===== config.mk =====
export PLATFORM = sky130hd
export DESIGN_NAME = lc4_regfile
export DESIGN_NICKNAME = d
export VERILOG_FILES = /design/src/rtl/lc4_pkg.sv /design/src/rtl/lc4_reg.sv /design/src/rtl/lc4_regfile.sv
export SDC_FILE = /design/constraint.sdc
export NUM_CORES = 1
export LEC_CHECK = 0
export ABC_AREA = 1
export CORE_MARGIN = 2
export CORE_UTILIZATION = 35
export CTS_CLUSTER_DIAMETER = 30
export DETAILED_ROUTE_END_ITERATION = 10
export SKIP_CTS_REPAIR_TIMING = 1
export SYNTH_ARGS = -nofsm -noshare
export SYNTH_HDL_FRONTEND = slang
export SYNTH_SLANG_ARGS = --single-unit

===== constraint.sdc =====
create_clock -name clk -period 0.9 [get_ports clk]
set_input_delay 0.09 -clock clk [delete_from_list [all_inputs] [get_ports clk]]
set_output_delay 0.09 -clock clk [all_outputs]
set_load 0.02 [all_outputs]

===== src/rtl/lc4_pkg.sv =====
// Shared LC4 definitions: register file geometry and NZP condition-code
// encodings. Imported by lc4_reg and lc4_regfile.
package lc4_pkg;
    localparam int LC4_REG_W    = 16;  // width of every GPR and data port
    localparam int LC4_NUM_REGS = 8;   // R0..R7

    // Condition codes are one-hot {N,Z,P}; 3'b000 only appears out of reset.
    localparam logic [2:0] NZP_N = 3'b100;
    localparam logic [2:0] NZP_Z = 3'b010;
    localparam logic [2:0] NZP_P = 3'b001;
endpackage


===== src/rtl/lc4_reg.sv =====
// lc4_reg: single n-bit register with synchronous active-high reset and a
// two-level write enable (global gwe AND local we).
// Ports:
//   clk  - rising-edge clock
//   rst  - synchronous reset to RESET_VAL, independent of gwe/we
//   gwe  - global write enable
//   we   - local write enable
//   d    - next value
//   q    - registered value
module lc4_reg #(
    parameter int           n         = 16,
    parameter logic [n-1:0] RESET_VAL = '0
) (
    input  logic         clk,
    input  logic         rst,
    input  logic         gwe,
    input  logic         we,
    input  logic [n-1:0] d,
    output logic [n-1:0] q
);

    always_ff @(posedge clk) begin
        if (rst)
            q <= RESET_VAL;
        else if (gwe && we)
            q <= d;
    end

endmodule


===== src/rtl/lc4_regfile.sv =====
// lc4_regfile: LC4 general-purpose register file (R0..R7) with two
// combinational read ports, one write port and the NZP condition-code
// register.
// Ports:
//   clk, rst   - clock; synchronous active-high reset clears all GPRs and NZP
//   gwe        - global write enable; nothing but reset changes state when low
//   i_rs/o_rs_data - read port A select / data (combinational)
//   i_rt/o_rt_data - read port B select / data (combinational)
//   i_rd, i_wdata, i_rd_we - write port select / data / request
//   i_nzp_we   - load o_nzp from the sign of i_wdata
//   o_nzp      - registered {N,Z,P}
// Build option: define LC4_REGFILE_BYPASS_EN to forward the same-cycle write
// data to a read port whose select matches i_rd. Without it, reads return
// the pre-write contents. NZP is never forwarded.
module lc4_regfile
    import lc4_pkg::*;
#(
    parameter int n        = LC4_REG_W,
    parameter int NUM_REGS = LC4_NUM_REGS
) (
    input  logic         clk,
    input  logic         rst,
    input  logic         gwe,
    input  logic [2:0]   i_rs,
    output logic [n-1:0] o_rs_data,
    input  logic [2:0]   i_rt,
    output logic [n-1:0] o_rt_data,
    input  logic [2:0]   i_rd,
    input  logic [n-1:0] i_wdata,
    input  logic         i_rd_we,
    input  logic         i_nzp_we,
    output logic [2:0]   o_nzp
);

    logic [NUM_REGS-1:0][n-1:0] regs;
    logic [NUM_REGS-1:0]        reg_we;
    logic [2:0]                 nzp_next;

    // One register per GPR; the write decoder picks exactly one of them.
    for (genvar i = 0; i < NUM_REGS; i++) begin : g_reg
        assign reg_we[i] = i_rd_we && (i_rd == 3'(i));

        lc4_reg #(
            .n        (n),
            .RESET_VAL('0)
        ) u_reg (
            .clk(clk),
            .rst(rst),
            .gwe(gwe),
            .we (reg_we[i]),
            .d  (i_wdata),
            .q  (regs[i])
        );
    end

    // Sign of the write data, treated as two's complement.
    always_comb begin
        nzp_next = NZP_P;
        if (i_wdata[n-1])
            nzp_next = NZP_N;
        else if (i_wdata == '0)
            nzp_next = NZP_Z;
    end

    lc4_reg #(
        .n        (3),
        .RESET_VAL(3'b000)
    ) u_nzp (
        .clk(clk),
        .rst(rst),
        .gwe(gwe),
        .we (i_nzp_we),
        .d  (nzp_next),
        .q  (o_nzp)
    );

`ifdef LC4_REGFILE_BYPASS_EN
    // Forward only a write that will actually commit this edge.
    logic wr_fwd;
    assign wr_fwd    = gwe && i_rd_we && !rst;
    assign o_rs_data = (wr_fwd && (i_rs == i_rd)) ? i_wdata : regs[i_rs];
    assign o_rt_data = (wr_fwd && (i_rt == i_rd)) ? i_wdata : regs[i_rt];
`else
    assign o_rs_data = regs[i_rs];
    assign o_rt_data = regs[i_rt];
`endif

endmodule


==> run metrics, run 1 <==
post-route insts no fill 1444; first-pass GRT wire length 38800 µm; hold crit path type in -> reg; arrival time at the worst endpoint 1400 ps; Core Area 0.0201 mm²; insertion delay to the later sink of the worst-skew pair 430 ps; Critical R2R Launch g_reg[7].u_reg.q[12]$_SDFFE_PP0P_; flop-to-flop setup slack 120 ps; CP endpoint kind primary output; fill count approximately 2000; Cell Rows 52; total track usage a little under a quarter; Yosys reg bits between 100 and 150; Req. time, crit path 810 ps; worst hold endpoint g_reg[3].u_reg.q[3]$_SDFFE_PP0P_; clk sink count 131; R2R cell count 5; critical path startpoint category register; Final min period 1490 ps; Synth async-reset ratio 0%; number of nets with antenna violations after routing 0; critical-path cell list buf_4 > o211ai_1 > nand3_1 > and2_4 > buf_6; Setup Skew 0 ps; most common flop cell mapped by yosys dfxtp_1; slew margin rel. 69.0%; share of cells above drive strength 1 32.2%; largest net degree at the start of global routing 53; Peak supply drop 1330 µV; CTS tree built; placed cell count around 1400; P_leak between 0.003 and 0.004 µW; htree depth 4; Final nets 1191; outcome complete, but fails checks; Synth Instances 1082; HPWL after DPL 16500 µm; kind of critical path reg -> out; RR Endpoint g_reg[7].u_reg.q[12]$_SDFFE_PP0P_; vias in the first global route between 6000 and 7000; largest stage delay on the critical path approximately 310 ps; Die Area 0.0215 mm²; Hold Crit Start rst; Synth Net Count around 1100; largest area contributor in the netlist dfxtp_1; Hold WS 75.4 ps; # IOs between 60 and 70; PortBufs 64; ranking of synthesized cells by area dfxtp_1 (37%), nand2_1 (16%), a21oi_1 (14%); Num CTS Buffers 17; synthesized area per cell ~6.6 µm²; initial antenna violation count 0; DR vias/cell roughly 5.2; clk slew on worst S/H paths 60 ps; f_max 0.671 GHz; Residual DRC 0; DRT Pass-1 Iters 5; Antenna Cells 0; number of flops mapped to enable cells by yosys 0; power per cell area 1680 mW/mm²; Synth Cell Area ~0.0071 mm²; Max clock buf depth 2; setup violators final 35; library cells used by synthesis 17; area used by multi-input combinational logic approximately 0.0040 mm²; PnR worst setup slack -590 ps; Via Count 7575; Warnings, synthesis 0; Initial DRC Count 821; Root Buffer clkbuf_16; Final Slew Violations 0; Register Area 0.00269 mm²; measured slew at the worst slew-check pin 464 ps; final hold vios 0; placer congestion estimate 0.844; final worst-path cycle share 166%; Routed WL 25300 µm; initial core utilization 35.4%; Die X-Extent 147 µm; sequential share of the synthesized area 36.8%; hold path cells 3; Max-Cap Viols 0; Yosys top cell area share a little under two fifths; die height 147 µm; area delta synth->final 34.1%; GR Overflow Total 0; WL/cell about 18 µm; CP max stage cell dfxtp_1; violated checks setup timing; crit-path max FO 2; RSZ-0062 raised after global routing yes
-- cell type report --
class	instances	share of cell area, %
timing repair buffer	156	16.5
clock inverter	12	1.87
sequential	131	28.1
multi-input combinational	775	41.9
tap	270	3.53
clock buffer	20	4.78
inverter	80	3.25
-- sequential cells by signal, summed over array words and instances, names as in the netlist --
name,flops
u_nzp.q,3
g.u_reg.q,128
-- worst max path at each step --
stage               slack [ps]                             start                               end
floorplan                  -60                               rst  g_reg[2].u_reg.q[0]$_SDFFE_PP0P_
detailed placement        -950                           i_rt[2]                      o_rt_data[5]
CTS                      -1200  g_reg[5].u_reg.q[5]$_SDFFE_PP0P_                      o_rt_data[5]
global route              -650  g_reg[5].u_reg.q[5]$_SDFFE_PP0P_                      o_rs_data[5]
global placement          -970                           i_rt[2]                      o_rt_data[5]
finish                    -590  g_reg[2].u_reg.q[5]$_SDFFE_PP0P_                      o_rs_data[5]
-- cells by family (layout without fill, tap and decap cells) --
logic type      count (synthesis)  after routing  share of synthesized area, %
buf+inv                       176            268                          11.0
compound gates                322            322                          24.9
flops                         131            131                          36.8
simple gates                  453            453                          27.4
-- cell usage after synthesis, types with 12 or more instances --
library cell / n
a21oi_1: 194
and2_1: 32
buf_2: 24
buf_6: 12
clkbuf_1: 52
dfxtp_1: 131
inv_1: 73
nand2_1: 298
nand3_1: 65
nor2_1: 47
o211ai_1: 64
o21ai_0: 64
-- through the flow --
stage / worst slack [ps] / setup TNS (ps) / cell area, µm² / utilization (%) / power [µW]
detailed placement: -951 / -116900 / 8560 / 42.6 / 8440
finish: -590 / -17510 / 9560 / 47.5 / 16100
floorplan: -64.5 / -4620 / 7380 / - / 7520
CTS: -1200 / -65680 / 9200 / 45.7 / 15900
global placement: -969 / -116140 / 8560 / 42.6 / 8440
global route: -655 / -20170 / 9560 / 47.5 / 16600
-- per-layer routing --
layer	track usage (%)	part of all wire (%)	vias to the layer above
li1	-	-	3732
met1	31.7	44	3498
met2	36.0	45	303
met3	6.56	7.9	42
met4	8.30	2.5	0
met5	0	0	-
-- critical path, delay by kind of cell (launching register included) --
kind            cells  cell delay [ps]
compound gates      1              160
buf+inv             2              250
flops               1              310
simple gates        2              260
-- cells in the final DEF, fill, tap and decap left out, types with 3 or more instances in the layout --
| master | n |
|---|---|
| nand2_1 | 297 |
| a21oi_1 | 154 |
| dfxtp_1 | 78 |
| buf_4 | 77 |
| o211ai_1 | 64 |
| nand3_1 | 64 |
| inv_2 | 60 |
| dfxtp_2 | 53 |
| o21ai_1 | 50 |
| nor2_1 | 42 |
| a21oi_2 | 40 |
| buf_6 | 37 |
| and2_4 | 32 |
| clkbuf_16 | 17 |
| inv_1 | 16 |
| clkdlybuf4s50_1 | 16 |
| buf_12 | 16 |
| nor2_4 | 9 |
| o21ai_2 | 8 |
| dlymetal6s2s_1 | 7 |
| o21ai_0 | 6 |
| inv_4 | 4 |
| nor2_2 | 4 |
| bufinv_16 | 4 |
| clkinvlp_4 | 3 |
-- report_power, final --
group / leakage (µW) / internal (µW) / switching (µW)
logic: 0.00217 / 1120 / 1470
registers: 0.00108 / 5880 / 53.6
clock network: 0.000303 / 4790 / 2750
total: 0.00355 / 11800 / 4270
No activity file was read; power rests on OpenSTA's default activity.
==> run 2: changes to the inputs <==
HOLD_SLACK_MARGIN = 0.05   (was unset)
==> results of run 2 <==
No change in the layout: final DEF, timing and power equal those of run 1.
